--- src/rtl/aes128_package.sv ---
// aes128_package: shared helpers for the masked S-box datapath (DOM pair indexing, field reduction constants).
package aes128_package;
  localparam int DOM_MIN_SHARES = 2;
  localparam int DOM_MAX_SHARES = 4;
  function automatic int dom_num_random(int d);
    return d * (d - 1) / 2;
  endfunction
  function automatic int dom_pair_index(int i, int j, int d);
    int lo;
    int hi;
    lo = (i < j) ? i : j;
    hi = (i < j) ? j : i;
    return lo * d - lo * (lo + 1) / 2 + hi - lo - 1;
  endfunction
  // Low-order bits of the reduction polynomial: x+1, x^2+x+1, x^4+x+1.
  function automatic logic [3:0] gf_poly(int w);
    return (w == 1) ? 4'h1 : 4'h3;
  endfunction
endpackage

--- src/rtl/dom_gf_mul_pipe_stage.sv ---
// dom_gf_mul_pipe_stage: one valid/ready register slice; data only moves on a load, reset clears everything.
module dom_gf_mul_pipe_stage #(
  parameter int DW = 8
) (
  input  logic          clk,
  input  logic          rst,
  input  logic          valid_i,
  output logic          ready_o,
  input  logic [DW-1:0] data_i,
  output logic          valid_o,
  input  logic          ready_i,
  output logic [DW-1:0] data_o
);
  logic          valid_q, valid_d, load;
  logic [DW-1:0] data_q, data_d;
  assign ready_o = !valid_q | ready_i;
  assign valid_o = valid_q;
  assign data_o  = data_q;
  always_comb begin
    load    = valid_i & ready_o;
    valid_d = load | (valid_q & !ready_i);
    data_d  = load ? data_i : data_q;
  end
  always_ff @(posedge clk) begin
    if (rst) begin
      valid_q <= 1'b0;
      data_q  <= '0;
    end else begin
      valid_q <= valid_d;
      data_q  <= data_d;
    end
  end
endmodule

--- src/rtl/generic_mul.sv ---
// generic_mul: combinational GF(2^W) polynomial-basis multiplier for W = 1, 2 or 4.
module generic_mul
  import aes128_package::*;
#(
  parameter int W = 2
) (
  input  logic [W-1:0] a_i,
  input  logic [W-1:0] b_i,
  output logic [W-1:0] c_o
);
  localparam logic [W-1:0] RED = W'(gf_poly(W));
  logic [W-1:0] p;
  always_comb begin
    c_o = '0;
    p = a_i;
    for (int k = 0; k < W; k++) begin
      c_o = c_o ^ (b_i[k] ? p : '0);
      p = p[W-1] ? ((p << 1) ^ RED) : (p << 1);
    end
  end
endmodule

--- src/rtl/dom_gf_mul_pipe.sv ---
// dom_gf_mul_pipe: domain-oriented masked GF(2^BIT_WIDTH) multiplier, two elastic pipeline stages.
module dom_gf_mul_pipe
  import aes128_package::*;
#(
  parameter int BIT_WIDTH = 2,
  parameter int NUM_SHARES = 2,
  localparam int NUM_RANDOM = dom_num_random(NUM_SHARES)
) (
  input  logic                                  in_clock,
  input  logic                                  in_reset,
  input  logic [NUM_SHARES-1:0][BIT_WIDTH-1:0]  in_a,
  input  logic [NUM_SHARES-1:0][BIT_WIDTH-1:0]  in_b,
  input  logic [NUM_RANDOM-1:0][BIT_WIDTH-1:0]  in_random,
  input  logic                                  in_valid,
  output logic                                  out_ready,
  output logic [NUM_SHARES-1:0][BIT_WIDTH-1:0]  out_c,
  output logic                                  out_valid,
  input  logic                                  in_ready
);
  localparam int NT = NUM_SHARES * NUM_SHARES;
  typedef logic [BIT_WIDTH-1:0] T;
  typedef T [NUM_SHARES-1:0] shares_t;
  typedef T [NT-1:0] terms_t;
  if (!(BIT_WIDTH == 1 || BIT_WIDTH == 2 || BIT_WIDTH == 4)) begin : g_bad_width
    $fatal(1, "dom_gf_mul_pipe: BIT_WIDTH must be 1, 2 or 4");
  end
  if (NUM_SHARES < DOM_MIN_SHARES || NUM_SHARES > DOM_MAX_SHARES) begin : g_bad_shares
    $fatal(1, "dom_gf_mul_pipe: NUM_SHARES must be in 2..4");
  end
  terms_t  prod, t_d, t_q;
  shares_t c_d;
  logic    s1_valid, s1_ready;
  // Cross terms are only re-masked here; shares from different domains meet after the stage-1 register.
  for (genvar i = 0; i < NUM_SHARES; i++) begin : g_row
    for (genvar j = 0; j < NUM_SHARES; j++) begin : g_col
      generic_mul #(.W(BIT_WIDTH)) u_mul (
        .a_i(in_a[i]),
        .b_i(in_b[j]),
        .c_o(prod[i*NUM_SHARES+j])
      );
      if (i == j) begin : g_inner
        assign t_d[i*NUM_SHARES+j] = prod[i*NUM_SHARES+j];
      end else begin : g_cross
        assign t_d[i*NUM_SHARES+j] = prod[i*NUM_SHARES+j] ^ in_random[dom_pair_index(i, j, NUM_SHARES)];
      end
    end
  end
  dom_gf_mul_pipe_stage #(.DW($bits(terms_t))) u_s1 (
    .clk    (in_clock),
    .rst    (in_reset),
    .valid_i(in_valid),
    .ready_o(out_ready),
    .data_i (t_d),
    .valid_o(s1_valid),
    .ready_i(s1_ready),
    .data_o (t_q)
  );
  always_comb begin
    c_d = '0;
    for (int i = 0; i < NUM_SHARES; i++)
      for (int j = 0; j < NUM_SHARES; j++)
        c_d[i] = c_d[i] ^ t_q[i*NUM_SHARES+j];
  end
  dom_gf_mul_pipe_stage #(.DW($bits(shares_t))) u_s2 (
    .clk    (in_clock),
    .rst    (in_reset),
    .valid_i(s1_valid),
    .ready_o(s1_ready),
    .data_i (c_d),
    .valid_o(out_valid),
    .ready_i(in_ready),
    .data_o (out_c)
  );
endmodule

--- config.mk ---
export PLATFORM = sky130hd
export DESIGN_NAME = dom_gf_mul_pipe
export DESIGN_NICKNAME = d
export VERILOG_FILES = /design/src/rtl/aes128_package.sv /design/src/rtl/dom_gf_mul_pipe_stage.sv /design/src/rtl/generic_mul.sv /design/src/rtl/dom_gf_mul_pipe.sv
export SDC_FILE = /design/constraint.sdc
export NUM_CORES = 1
export LEC_CHECK = 0
export CAP_MARGIN = 40
export CORE_MARGIN = 2
export CORE_UTILIZATION = 47
export DETAILED_ROUTE_END_ITERATION = 8
export GPL_ROUTABILITY_DRIVEN = 1
export PLACE_DENSITY = 0.77
export SLEW_MARGIN = 0
export SYNTH_ARGS = -nofsm -noshare
export SYNTH_HDL_FRONTEND = slang
export SYNTH_SLANG_ARGS = --single-unit
export TNS_END_PERCENT = 50
--- constraint.sdc ---
create_clock -name in_clock -period 1.55 [get_ports in_clock]
set_clock_uncertainty 0.2 [all_clocks]
set_input_delay 0.155 -clock in_clock [delete_from_list [all_inputs] [get_ports in_clock]]
set_output_delay 0.155 -clock in_clock [all_outputs]
set_load 0.1 [all_outputs]
==> impl_summary.txt <==
----------------------------------------------------
[CTS]
  Number of H-tree branching levels ... 1
  TritonCTS clock tree ... done
  Number of CTS-inserted buffers ... 3
  Maximum buffer depth of the clock tree ... 2
  Worst-skew pair later-pin latency ... 0.28 ns
  Root cell of the clock tree ... clkbuf_4
  Clock slew seen by the registers of the worst setup and hold paths ... 0.09 ns
  Clock sink count ... 14

[Detailed routing]
  Total Wirelength ... 1.84 mm
  Average vias per placed instance ... 5.44
  Initial drt markers ... 16
  Overall via count from detail_route ... a little under 800
  Number of nets still failing antenna checks after routing ... 0
  Number of iterations in the first detailed-routing pass ... 4
  DRC errors left ... 0
  Average wire per cell in the routed design ... 12.9 um

[Synth]
  Fraction of registers with async set/reset ... 0
  Most frequently used flop master after synthesis ... dfxtp_1
  Commonest cells post-synth ... dfxtp_1 (14), nor2_1 (12), nand2_1 (11), nand3b_1 (6), xor2_1 (6)
  Synth warn ... 0
  Number of enable flip-flop cells after synthesis ... 0
  Total nets after synthesis ... 105
  Synthesized area per cell ... ~8.7 um2
  Share of the yosys chip area belonging to registers ... 0.354
  Area of the mapped netlist ... ~800 um2
  Number of instances in the synthesized netlist ... just over 90
  Count of state elements after synthesis ... 14
  Leading cell type by number of instances after synthesis ... dfxtp_1
  Largest area contributor in the synthesized netlist ... dfxtp_1
  Largest cells by area after synthesis ... dfxtp_1 (35%), xor2_1 (6.6%), mux2_2 (5.7%), nand3b_1 (5.7%), nor2_1 (5.7%)
  Share of the synthesized area in the top cell type ... 0.354
  Distinct cell type count of the synthesized netlist ... 28

[Placed design]
  Post-detailed-placement cell area ... around 1200 um2
  Dpl ws ... -0.324 ns
  Port buffer count ... 19
  Detailed placement HPWL ... 1.47 mm
  GP Congestion ... about 0.78

[Status]
  Run status ... finished clean

[Power]
  Overall power of the completed layout ... 0.000962 W
  Worst vdd ir ... 0.000441 V
  Leakage power summed over all cells ... approximately 0.53 nW
  Pwr/cell area ... just under 800 nW/um2

[STA]
  Worst Slack Setup Final ... roughly 0.071 ns
  Max-slew violation total from the final report ... 0
  Worst slew margin relative to its limit ... 0.818
  Total Neg Setup Slack ... 0 ns
  Pin slew with the least headroom to its limit ... 0.273 ns
  Final Hold Viols ... 0
  Worst hold slack ... 0.168 ns
  Shortest clock period the worst path allows after layout ... 1.48 ns
  Maximum clock frequency ... 676 MHz
  Final period util ... 0.954
  Final setup violation count ... 0
  Unrepaired setup endpoints after global routing ... false

[Global route]
  Number of antenna violations at the first check in global routing ... 0
  First-pass GRT wire length ... slightly above 3 mm
  Via count of the first global-routing pass ... 743
  Total congestion overflow after global routing ... 0
  Maximum number of pins on one net before global-route repair ... 12
  Total global-route track usage ... 0.208

[Final layout]
  Count of nets after finishing ... 141
  Number of fillers in the final layout ... 107
  Number of inserted diodes ... 0
  Post-route cell area ... 1220 um2
  Syn-to-layout area delta ... 54.2%
  Area taken by flip-flops and latches ... 284 um2
  Multi-input gate area ... just over 500 um2
  Fraction of layout cells with a size suffix above 1 ... 0.286

[Worst setup path]
  Element type at the critical path end ... output pin
  CP Data Arrival Time ... 1.12 ns
  CP Data Required Time ... 1.19 ns
  Largest fanout on the critical path ... 3
  Start-to-end type of the worst setup path ... input pin to output pin
  Critical Path Start Type ... input pin

[Die]
  Placement row count ... 14
  IO Count ... 20
  Placeable core region ... approximately 1500 um2
  Initial standard-cell utilization of the core ... 0.514
  DIE WIDTH ... 45.1 um
  Die H ... around 45 um
  Die footprint ... between 2000 and 2500 um2

[Flow run]
  Max Cap Violations ... 0

[Min path]
  Worst min path class ... input pin to flop

----------------------------------------------------
## repair_timing
item                                    CTS  global route
gates cloned                              0             0
setup buffers                             0             0
resized for setup                         2             2
endpoints found under the setup margin    1             2
hold buffers                              0             0
## routing by layer
layer	share of wire	global-route usage	vias to the layer above	wire, um
met5	0	0	-	0
met2	0.54	0.386	27	992
li1	-	-	394	-
met4	0.023	0.135	0	42
met1	0.40	0.218	346	734
met3	0.037	0.0200	6	68
## stage by stage
stage,std cells,util
floorplan,91,-
detailed placement,138,0.765
global route,142,0.792
finish,142,0.792
global placement,138,0.765
CTS,142,0.787
## sequential cells by signal, indices dropped and copies added (netlist names)
register and count:
u_s1.valid_o 1, u_s2.data_o 4, u_s1.data_o 8, u_s2.valid_o 1
## where the power goes
group          internal, W  switching, W  leakage (nW)
Sequential        0.000385     0.0000215         0.116
Combinational     0.000142      0.000150         0.394
Clock             0.000143      0.000121        0.0210
## critical path: stages
cell and delay (ns):
clkdlybuf4s50_1 0.41, nand3b_1 0.22, buf_4 0.18, buf_12 0.16
## final cells by class
| type | count | area share |
|---|---|---|
| Tap cell | 16 | 0.0164 |
| Multi-Input combinational cell | 71 | 0.415 |
| Timing Repair Buffer | 34 | 0.297 |
| Clock buffer | 4 | 0.0297 |
| Sequential cell | 14 | 0.233 |
| Inverter | 3 | 0.00922 |
## logic make-up after synthesis
| kind of cell | after synthesis | share of synthesized area |
|---|---|---|
| flops | 14 | 0.354 |
| simple gates | 38 | 0.242 |
| mux | 9 | 0.122 |
| buf+inv | 6 | 0.0300 |
| xor+xnor | 10 | 0.111 |
| compound gates | 14 | 0.142 |
## path summary, 6_finish.rpt
check                           depth (start not counted)                           to                     from  slack [ns]
worst max register to register                          5  u_s1.data_o[6]$_SDFFE_PP0P_  u_s2.valid_o$_SDFF_PP0_        0.08
worst min register to register                          2      u_s2.valid_o$_SDFF_PP0_  u_s1.valid_o$_SDFF_PP0_        0.30
worst max-delay path                                    4                    out_ready                 in_ready        0.07
worst min-delay path                                    3  u_s1.data_o[7]$_SDFFE_PP0P_                  in_a[2]        0.17
## placed cells by master, fill, tap and decap left out, types with 4 or more instances in the layout
master,n
nand2_1,10
xor2_1,6
dfxtp_1,13
clkdlybuf4s50_1,10
mux2i_1,4
nor2_1,12
buf_12,6
buf_4,15
xnor2_1,4
mux2_2,4
nand3b_1,6
Power figures use the tool's default switching activity.
